[src/rtl/split_reg_if.sv]
// split_reg_if -- bus bundle between one master and N_SLAVES slaves of the
// address-split register router.
//   master side : m_valid/m_addr/m_wdata/m_wstrb in, m_rdata/m_ready back
//   slave side  : one-hot s_valid, shared s_addr/s_wdata/s_wstrb,
//                 packed s_rdata (slave i at [i*DATA_W +: DATA_W]), s_ready
//   status      : err_clr in, sticky err_cause out
// Modport "slave" is the router's view; "master" is the view of whoever
// drives requests and models the slaves.
interface split_reg_if #(
    parameter int N_SLAVES = 3,
    parameter int ADDR_W   = 32,
    parameter int DATA_W   = 32
);
    localparam int SEL_W   = (N_SLAVES > 2) ? $clog2(N_SLAVES) : 1;
    localparam int SADDR_W = ADDR_W - SEL_W;

    logic                       m_valid;
    logic [ADDR_W-1:0]          m_addr;
    logic [DATA_W-1:0]          m_wdata;
    logic [DATA_W/8-1:0]        m_wstrb;
    logic [DATA_W-1:0]          m_rdata;
    logic                       m_ready;

    logic [N_SLAVES-1:0]        s_valid;
    logic [SADDR_W-1:0]         s_addr;
    logic [DATA_W-1:0]          s_wdata;
    logic [DATA_W/8-1:0]        s_wstrb;
    logic [N_SLAVES*DATA_W-1:0] s_rdata;
    logic [N_SLAVES-1:0]        s_ready;

    logic                       err_clr;
    logic [1:0]                 err_cause;

    modport slave (
        input  m_valid, m_addr, m_wdata, m_wstrb,
        output m_rdata, m_ready,
        output s_valid, s_addr, s_wdata, s_wstrb,
        input  s_rdata, s_ready,
        input  err_clr,
        output err_cause
    );

    modport master (
        output m_valid, m_addr, m_wdata, m_wstrb,
        input  m_rdata, m_ready,
        input  s_valid, s_addr, s_wdata, s_wstrb,
        output s_rdata, s_ready,
        output err_clr,
        input  err_cause
    );
endinterface

[src/rtl/split_reg.sv]
// split_reg -- routes one master register transaction at a time to one of
// N_SLAVES slaves, selected by the top SEL_W address bits.
//   clk     : clock, rising edge
//   rst_n   : asynchronous active-low reset
//   bus     : split_reg_if.slave (master request/response, slave fan-out,
//             err_clr / err_cause status)
// Unmapped selects and slaves that do not answer within TIMEOUT cycles
// complete with ERR_DATA and set a sticky bit in err_cause. All outputs are
// registered; their next values are derived from the next FSM state.
module split_reg #(
    parameter int                N_SLAVES = 3,
    parameter int                ADDR_W   = 32,
    parameter int                DATA_W   = 32,
    parameter int                TIMEOUT  = 256,
    parameter logic [DATA_W-1:0] ERR_DATA = DATA_W'(32'hDEADBEEF)
) (
    input  logic        clk,
    input  logic        rst_n,
    split_reg_if.slave  bus
);
    localparam int SEL_W   = (N_SLAVES > 2) ? $clog2(N_SLAVES) : 1;
    localparam int SADDR_W = ADDR_W - SEL_W;
    localparam int STRB_W  = DATA_W / 8;
    localparam int CNT_W   = (TIMEOUT < 1) ? 1 : $clog2(TIMEOUT + 1);

    // Select values at or above this are unmapped; one extra bit so that
    // N_SLAVES == 2**SEL_W is representable.
    localparam logic [SEL_W:0]   N_SEL = (SEL_W + 1)'(N_SLAVES);
    localparam logic [CNT_W-1:0] LIMIT = CNT_W'((TIMEOUT > 0) ? TIMEOUT - 1 : 0);

    typedef enum logic [1:0] {IDLE, REQ, RESP, ERR} state_t;

    state_t              state, state_n;
    logic [SEL_W-1:0]    sel, sel_n;
    logic [CNT_W-1:0]    cnt, cnt_n;

    logic [N_SLAVES-1:0] s_valid_q, s_valid_n;
    logic [SADDR_W-1:0]  s_addr_q, s_addr_n;
    logic [DATA_W-1:0]   s_wdata_q, s_wdata_n;
    logic [STRB_W-1:0]   s_wstrb_q, s_wstrb_n;
    logic [DATA_W-1:0]   m_rdata_q, m_rdata_n;
    logic                m_ready_q, m_ready_n;
    logic [1:0]          err_q, err_n;

    logic [SEL_W-1:0]    req_sel;
    logic                sel_rdy;
    logic [DATA_W-1:0]   sel_rdata;
    logic                set_unmap, set_tmo;

    assign req_sel = bus.m_addr[ADDR_W-1 -: SEL_W];

    // Only the latched slave's ready/rdata are ever looked at.
    always_comb begin
        sel_rdy   = 1'b0;
        sel_rdata = '0;
        for (int i = 0; i < N_SLAVES; i++) begin
            if (sel == i[SEL_W-1:0]) begin
                sel_rdy   = bus.s_ready[i];
                sel_rdata = bus.s_rdata[i*DATA_W +: DATA_W];
            end
        end
    end

    always_comb begin
        state_n   = state;
        sel_n     = sel;
        cnt_n     = cnt;
        s_addr_n  = s_addr_q;
        s_wdata_n = s_wdata_q;
        s_wstrb_n = s_wstrb_q;
        m_rdata_n = m_rdata_q;
        set_unmap = 1'b0;
        set_tmo   = 1'b0;

        case (state)
            IDLE: begin
                if (bus.m_valid) begin
                    sel_n     = req_sel;
                    cnt_n     = '0;
                    s_addr_n  = bus.m_addr[SADDR_W-1:0];
                    s_wdata_n = bus.m_wdata;
                    s_wstrb_n = bus.m_wstrb;
                    if ({1'b0, req_sel} < N_SEL) begin
                        state_n = REQ;
                    end else begin
                        state_n   = ERR;
                        set_unmap = 1'b1;
                    end
                end
            end
            REQ: begin
                // A ready arriving on the limit cycle still completes normally.
                if (sel_rdy) begin
                    m_rdata_n = sel_rdata;
                    state_n   = RESP;
                end else if (TIMEOUT != 0 && cnt == LIMIT) begin
                    state_n = ERR;
                    set_tmo = 1'b1;
                end else if (cnt != '1) begin
                    cnt_n = cnt + 1'b1;
                end
            end
            RESP:    state_n = IDLE;
            ERR:     state_n = IDLE;
            default: state_n = IDLE;
        endcase

        m_ready_n = (state_n == RESP) || (state_n == ERR);
        if (state_n == ERR) m_rdata_n = ERR_DATA;

        s_valid_n = '0;
        if (state_n == REQ) begin
            for (int i = 0; i < N_SLAVES; i++)
                s_valid_n[i] = (sel_n == i[SEL_W-1:0]);
        end

        // A set event on the clearing cycle survives the clear.
        err_n = (bus.err_clr ? 2'b00 : err_q) | {set_tmo, set_unmap};
    end

    always_ff @(posedge clk or negedge rst_n) begin
        if (!rst_n) begin
            state     <= IDLE;
            sel       <= '0;
            cnt       <= '0;
            s_valid_q <= '0;
            s_addr_q  <= '0;
            s_wdata_q <= '0;
            s_wstrb_q <= '0;
            m_rdata_q <= '0;
            m_ready_q <= 1'b0;
            err_q     <= 2'b00;
        end else begin
            state     <= state_n;
            sel       <= sel_n;
            cnt       <= cnt_n;
            s_valid_q <= s_valid_n;
            s_addr_q  <= s_addr_n;
            s_wdata_q <= s_wdata_n;
            s_wstrb_q <= s_wstrb_n;
            m_rdata_q <= m_rdata_n;
            m_ready_q <= m_ready_n;
            err_q     <= err_n;
        end
    end

    assign bus.s_valid   = s_valid_q;
    assign bus.s_addr    = s_addr_q;
    assign bus.s_wdata   = s_wdata_q;
    assign bus.s_wstrb   = s_wstrb_q;
    assign bus.m_rdata   = m_rdata_q;
    assign bus.m_ready   = m_ready_q;
    assign bus.err_cause = err_q;
endmodule
[src/flat_wrapper.sv]
// flat-port wrapper written by rule: the top's interface ports become plain ports
module split_reg_flat 
#(
    parameter int                N_SLAVES = 3,
    parameter int                ADDR_W   = 32,
    parameter int                DATA_W   = 32,
    parameter int                TIMEOUT  = 256,
    parameter logic [DATA_W-1:0] ERR_DATA = DATA_W'(32'hDEADBEEF)
)
  (clk, rst_n, bus_m_valid, bus_m_addr, bus_m_wdata, bus_m_wstrb, bus_m_rdata, bus_m_ready, bus_s_valid, bus_s_addr, bus_s_wdata, bus_s_wstrb, bus_s_rdata, bus_s_ready, bus_err_clr, bus_err_cause);
  split_reg_if #(.N_SLAVES(N_SLAVES), .ADDR_W(ADDR_W), .DATA_W(DATA_W)) bus_i ();
  input  logic clk;
  input  logic rst_n;
  input wire logic [$bits(bus_i.m_valid)-1:0] bus_m_valid;
  input wire logic [$bits(bus_i.m_addr)-1:0] bus_m_addr;
  input wire logic [$bits(bus_i.m_wdata)-1:0] bus_m_wdata;
  input wire logic [$bits(bus_i.m_wstrb)-1:0] bus_m_wstrb;
  output wire logic [$bits(bus_i.m_rdata)-1:0] bus_m_rdata;
  output wire logic [$bits(bus_i.m_ready)-1:0] bus_m_ready;
  output wire logic [$bits(bus_i.s_valid)-1:0] bus_s_valid;
  output wire logic [$bits(bus_i.s_addr)-1:0] bus_s_addr;
  output wire logic [$bits(bus_i.s_wdata)-1:0] bus_s_wdata;
  output wire logic [$bits(bus_i.s_wstrb)-1:0] bus_s_wstrb;
  input wire logic [$bits(bus_i.s_rdata)-1:0] bus_s_rdata;
  input wire logic [$bits(bus_i.s_ready)-1:0] bus_s_ready;
  input wire logic [$bits(bus_i.err_clr)-1:0] bus_err_clr;
  output wire logic [$bits(bus_i.err_cause)-1:0] bus_err_cause;
  assign bus_i.m_valid = bus_m_valid;
  assign bus_i.m_addr = bus_m_addr;
  assign bus_i.m_wdata = bus_m_wdata;
  assign bus_i.m_wstrb = bus_m_wstrb;
  assign bus_m_rdata = bus_i.m_rdata;
  assign bus_m_ready = bus_i.m_ready;
  assign bus_s_valid = bus_i.s_valid;
  assign bus_s_addr = bus_i.s_addr;
  assign bus_s_wdata = bus_i.s_wdata;
  assign bus_s_wstrb = bus_i.s_wstrb;
  assign bus_i.s_rdata = bus_s_rdata;
  assign bus_i.s_ready = bus_s_ready;
  assign bus_i.err_clr = bus_err_clr;
  assign bus_err_cause = bus_i.err_cause;
  split_reg #(.N_SLAVES(N_SLAVES), .ADDR_W(ADDR_W), .DATA_W(DATA_W), .TIMEOUT(TIMEOUT), .ERR_DATA(ERR_DATA)) u_core (.clk(clk), .rst_n(rst_n), .bus(bus_i));
endmodule
[config.mk]
export PLATFORM = sky130hd
export DESIGN_NAME = split_reg_flat
export DESIGN_NICKNAME = d
export VERILOG_FILES = /design/src/rtl/split_reg_if.sv /design/src/rtl/split_reg.sv /design/src/flat_wrapper.sv
export SDC_FILE = /design/constraint.sdc
export NUM_CORES = 1
export LEC_CHECK = 0
export ABC_AREA = 1
export CAP_MARGIN = 25
export CORE_ASPECT_RATIO = 1.25
export CORE_MARGIN = 2
export CORE_UTILIZATION = 40
export CTS_CLUSTER_DIAMETER = 80
export DETAILED_ROUTE_END_ITERATION = 6
export HOLD_SLACK_MARGIN = 0.15
export PLACE_DENSITY = 0.81
export REMOVE_ABC_BUFFERS = 1
export SYNTH_ARGS = -nofsm -noshare
export SYNTH_HDL_FRONTEND = slang
export SYNTH_SLANG_ARGS = --single-unit
[constraint.sdc]
create_clock -name clk -period 2.15 [get_ports clk]
set_clock_uncertainty 0.1 [all_clocks]
set_input_delay 0.3225 -clock clk [delete_from_list [all_inputs] [get_ports clk]]
set_output_delay 0.3225 -clock clk [all_outputs]
set_load 0.05 [all_outputs]
# ---- After elaboration in Yosys (flattened, before gate mapping)
# Index checks and enable logic that the tools add are counted.
dict set report word_totals {
  in_bits 171
  elab_cells 69
  output_inout_bits 104
  ff_bits 117
}
dict set report classes {
  n_lt_le_gt_ge 1
  bitwise 1
  eq_ne 16
  n_mux 29
  add_sub_neg 1
  reduce_logical 11
}
# op n
set ops {}
lappend ops {{32-bit 2-to-1 mux} 6}
lappend ops {{9-bit 2-to-1 mux} 4}
lappend ops {{9-bit case mux with 2 select lines} 1}
lappend ops {{2-bit 2-to-1 mux} 7}
lappend ops {{2-bit == test, second input constant} 6}
lappend ops {{9-bit by 1-bit adder with 9-bit output, second input constant} 1}
lappend ops {{9-bit by 8-bit == test with 1-bit output, second input constant} 1}
lappend ops {{1-bit 2-to-1 mux} 9}
lappend ops {{9-bit != test, second input constant} 1}
lappend ops {{2-bit by 1-bit == test with 1-bit output, second input constant} 4}
lappend ops {{2-bit zero test} 3}
lappend ops {{2-bit != test, second input constant} 3}
lappend ops {{2-bit case mux with 3 select lines} 1}
lappend ops {{2-bit nonzero test} 3}
lappend ops {{5-bit AND reduction} 1}
lappend ops {{2-bit AND reduction} 2}
lappend ops {{3-bit 2-to-1 mux} 1}
lappend ops {{2-bit < comparator, second input constant} 1}
lappend ops {{2-bit by 1-bit != test with 1-bit output, second input constant} 1}
lappend ops {{2-bit OR} 1}
lappend ops {{2-bit OR reduction} 1}
lappend ops {{1-bit logical OR} 1}

# ---- Depth between registers and ports, before layout
dict set report depth {
  ltp_word 9
  depth_mapped 11
  mapped_depth_nobuf 11
}

# ---- Worst setup path after synthesis
# Ideal clock, no wire load.
dict set report synth_path {
  path_kind {register to register}
  from {register u_core.cnt[0]}
  to {register u_core.cnt[2]}
  setup_time_ns 0.121
  synth_period_minus_slack_ns 1.898
  setup_slack_ns 0.252
  t_required_ns 1.929
  path_buffers 1
  path_stages_with_launch 12
  arrival_ns 1.677
  cell_sequence {dfrtp_1 > ha_1 > nand2_1 > nor2_1 > nand2_1 > nor2_1 > ha_1 > o21ai_1 > nand3_4 > buf_4 > nand2_1 > o21ai_1}
}
dict set report synth_via {
  elab_chain_cells 5
  word_cells_on_any_way 10
  cone_classes {add/sub: 1; eq/ne: 4; mux: 4; reduce/logical: 1}
}
# element line
set synth_rtl {}
lappend synth_rtl {{start: declaration} split_reg.sv:35} ;# logic [CNT_W-1:0] cnt, cnt_n;
lappend synth_rtl {{start signal: assignment} split_reg.sv:136} ;# cnt <= cnt_n;
lappend synth_rtl {{9-bit by 1-bit adder with 9-bit output} split_reg.sv:100} ;# cnt_n = cnt + 1'b1;
lappend synth_rtl {{9-bit 2-to-1 mux} split_reg.sv:99} ;# end else if (cnt != '1) begin
lappend synth_rtl {{9-bit 2-to-1 mux} split_reg.sv:96} ;# end else if (TIMEOUT != 0 && cnt == LIMIT) begin
lappend synth_rtl {{9-bit 2-to-1 mux} split_reg.sv:93} ;# if (sel_rdy) begin
lappend synth_rtl {{9-bit case mux with 2 select lines} split_reg.sv:75} ;# case (state)
# Parallel ways exist; a longest one is shown, timed or not. The select of a mux whose other input is x is not followed.
# A chain may end at the register's enable or synchronous reset.

# ---- Worst setup path after layout
dict set report layout_path {
  from {register u_core.m_rdata_q[2], in the netlist u_core.bus.m_rdata[2]}
  to {output port bus_m_rdata[2]}
}
# element line
set layout_lines {}
lappend layout_lines {{start: declaration} split_reg.sv:41} ;# logic [DATA_W-1:0] m_rdata_q, m_rdata_n;
lappend layout_lines {{start signal: assignment} split_reg.sv:141} ;# m_rdata_q <= m_rdata_n;
lappend layout_lines {{end: declaration} flat_wrapper.sv:18} ;# output wire logic [$bits(bus_i.m_rdata)-1:0] bus_m_rdata;
# No word-level cell between the ends.

==> results.sh <==
export IMPL_timing_max_transition_violations_final=0
export IMPL_postSynth_asyncResetShare=1.00
export IMPL_critical_path_class="flop to output port"
export IMPL_die_area_um2=14400
export IMPL_first_pass_grt_wire_length_um=25200
export IMPL_r2r_setup_slack_ps=160
export IMPL_place_detailed_hpwl_um=11800
export IMPL_yosysMostFrequentCell="nand2_1"
export IMPL_clk_pin_slew_ps=60
export IMPL_power_switching_mw=7.05
export IMPL_yosys_most_used_dff="dfrtp_1"
export IMPL_fp_coreArea_um2=13200
export IMPL_grt_setup_unrepaired="no"
export IMPL_layout_stage_area_growth_over_the_synthesis_result_pct=67.7
export IMPL_finalWeightedCongestion=0.828
export IMPL_power_sequential_fraction=0.243
export IMPL_clock_tree_from_tritoncts="done"
export IMPL_drive_above_1_share=0.0681
export IMPL_final_fill_count=1040
export IMPL_multiInputGateArea_um2=2180
export IMPL_hold_violations=0
export IMPL_ratio_of_total_power_to_cell_area_nw_per_um2=1660
export IMPL_cp_required_ps=1730
export IMPL_grt_overflow=0
export IMPL_fin_nets=1160
export IMPL_critical_path_peak_fanout=2
export IMPL_total_wirelength_of_the_detailed_routed_design_um=15900
export IMPL_synth_warnings=0
export IMPL_hp_class="input pin to async pin"
export IMPL_synth_yosys_seq_area_share=0.544
export IMPL_worst_case_headroom_to_the_max_slew_limit=0.617
export IMPL_tightest_hold_margin_ps=344
export IMPL_first_global_vias=5226
export IMPL_critPathMaxStageDelay_ps=830
export IMPL_syn_avg_cell_area_um2=7.58
export IMPL_port_buffers=274
export IMPL_final_period_utilization=0.951
export IMPL_antenna_found_initial=0
export IMPL_worstPathBufferInverterCount=1
export IMPL_r2r_worst_path_cells=10
export IMPL_synth_top_cells_by_count="407 x nand2_1, 117 x dfrtp_1, 36 x nand3_1"
export IMPL_drt_antenna_violating_nets=0
export IMPL_remaining_drc_errors=0
export IMPL_cp_end_kind="output port"
export IMPL_post_synthesis_register_bit_count=117
export IMPL_synth_top_cells_by_area="dfrtp_1 54%, nand2_1 28%, nand3_1 3.3%, inv_1 2.2%, nor2_1 1.8%"
export IMPL_cellInternalPower_mw=7.94
export IMPL_share_clk_of_total_power=0.206
export IMPL_worstSetupStartpoint="u_core.bus.m_rdata[2]"
export IMPL_ir_drop_uv=885
export IMPL_grtUsageMet1=0.271
export IMPL_clock_fmax_ghz=0.489
export IMPL_detailedRoute_firstIterationViolations=282
export IMPL_wl_per_cell_um=13.6
export IMPL_start_util=0.408
export IMPL_synth_cell_area_um2=5380
export IMPL_tightest_slew_ps=573
export IMPL_clkSinkCount=117
export IMPL_io_pins=275
export IMPL_portion_of_synthesized_cell_area_occupied_by_the_leading_cell_type=0.544
export IMPL_detail_route_vias_per_cell=4.65
export IMPL_timing_critical_path_depth=1
export IMPL_path_cells="clkdlybuf4s50_1"
export IMPL_layout_area_seq_um2=2930
export IMPL_number_of_flops_mapped_to_enable_cells_by_yosys=0
export IMPL_p_comb_frac=0.551
export IMPL_run_status="finished clean"
export IMPL_worst_path_dominant_cell_family="buffers and inverters"
export IMPL_routed_via_count=5439
export IMPL_globalRouteMet3Util=0.0783
export IMPL_grt_use_met2=0.366
export IMPL_post_synth_num_cell_types=25
export IMPL_clk_latency_ps=400
export IMPL_p_leak_nw=4.43
export IMPL_cts_root_buffer="clkbuf_16"
export IMPL_grt_total_usage=0.224
export IMPL_post_layout_total_power_mw=15.0
export IMPL_dr_pass1_iters=4
export IMPL_row_count=47
export IMPL_startpoint_type="flop"
export IMPL_globalRoute_busiestLayer="met2"
export IMPL_synth_area_leader_cell="dfrtp_1"
export IMPL_worstPathArrival_ps=1620
export IMPL_finalSetupViolations=0
export IMPL_critical_path_top_delay_cell="clkdlybuf4s50_1"
export IMPL_chipHeight_um=134
export IMPL_worstReg2RegEnd="u_core.cnt[1]"
export IMPL_grt_max_degree=67
export IMPL_regToRegStartpoint="u_core.cnt[0]"
export IMPL_die_width_um=108
export IMPL_cts_buffers=17
export IMPL_final_min_clock_period_ps=2040
export IMPL_clock_tree_htree_level_count=4
export IMPL_post_synth_inst_count=710
export IMPL_cap_viol_max_count=0
export IMPL_p_sw_frac=0.470
export IMPL_cts_path_max_buffers=2
export IMPL_critPathCapture="bus_m_rdata[2]"
export IMPL_insertedDiodeCount=0
layout make-up:
cell class	instances	area share
clock buffers	20	0.0495
clock inverters	12	0.0222
inverters	34	0.0141
multi-input cells	526	0.242
flip-flops and latches	117	0.325
well taps	171	0.0237
repair buffers	290	0.324
layout by cell type, fill, tap and decap left out:
master / count
nand2_1: 405
clkdlybuf4s50_1: 272
dfrtp_1: 117
nand3_1: 36
inv_1: 31
nor2_1: 23
a21oi_1: 18
clkbuf_16: 17
o21ai_1: 15
buf_4: 12
nor2_2: 5
bufinv_16: 5
buf_12: 5
o21ai_0: 4
inv_2: 3
nand2_2: 3
nand4_1: 3
or2_2: 3
clkinvlp_4: 3
nand3_2: 2
ha_1: 2
clkinv_2: 2
clkbuf_1: 2
inv_6: 2
o21bai_2: 1
nand2_4: 1
o22ai_1: 1
nand3_4: 1
o21bai_1: 1
a31o_2: 1
ha_2: 1
clkbuf_8: 1
dlygate4sd3_1: 1
worst min-delay path by stage:
stage | start | end | slack (ps)
floorplan | rst_n | u_core.bus.err_cause[0] | -70
global placement | rst_n | u_core.bus.m_rdata[24] | 250
detailed placement | rst_n | u_core.bus.m_ready | 250
CTS | bus_m_addr[18] | u_core.bus.s_addr[18] | 330
global route | bus_m_addr[18] | u_core.bus.s_addr[18] | 350
finish | rst_n | u_core.bus.m_rdata[22] | 340
power by group through the flow:
stage	registers, mW	clock network (mW)	logic, mW
after floorplan	6.63	0	2.27
after global placement	3.63	0	8.21
after detailed placement	3.66	0	8.32
after CTS	3.64	3.14	8.33
after global routing	3.74	3.24	8.89
final	3.64	3.08	8.26
registers in the layout, indices dropped and copies added (netlist names):
register	count
u_core.bus.m_rdata	32
u_core.bus.s_wdata	32
u_core.bus.s_addr	30
u_core.cnt	9
u_core.bus.s_wstrb	4
u_core.bus.s_valid	3
u_core.bus.err_cause	2
u_core.sel	2
u_core.state	2
u_core.bus.m_ready	1
metrics by stage:
step                 util  TNS, ps  cell area [um2]  instances  worst slack, ps
floorplan               -  -103470             5220        677            -1520
global placement    0.634        0             8350       1136              160
detailed placement  0.634        0             8350       1136              106
CTS                 0.684        0             9010       1169             87.6
global route        0.685        0             9020       1170             4.79
finish              0.685        0             9020       1170              106
timing repair:
item                                   in CTS  in global routing
endpoints found under the hold margin      37                  0
setup endpoints to repair                   0                 41
setup buffers                               0                  1
gates resized for setup                     0                  3
hold buffers                                1                  0
routing by layer:
layer  vias up  share of wire
met5         -              0
met4         0          0.022
met3        31          0.093
met2       246           0.47
met1      2430           0.41
li1       2732              -
cell families (layout without fill, tap and decap cells):
group           after synthesis  count (layout)  share of synthesized area
flops                       117             117                      0.544
simple gates                482             482                      0.355
fa+ha+maj                     3               3                    0.00698
compound gates               41              41                     0.0407
buf+inv                      67             356                     0.0530
(Power assumes the default switching activity.)
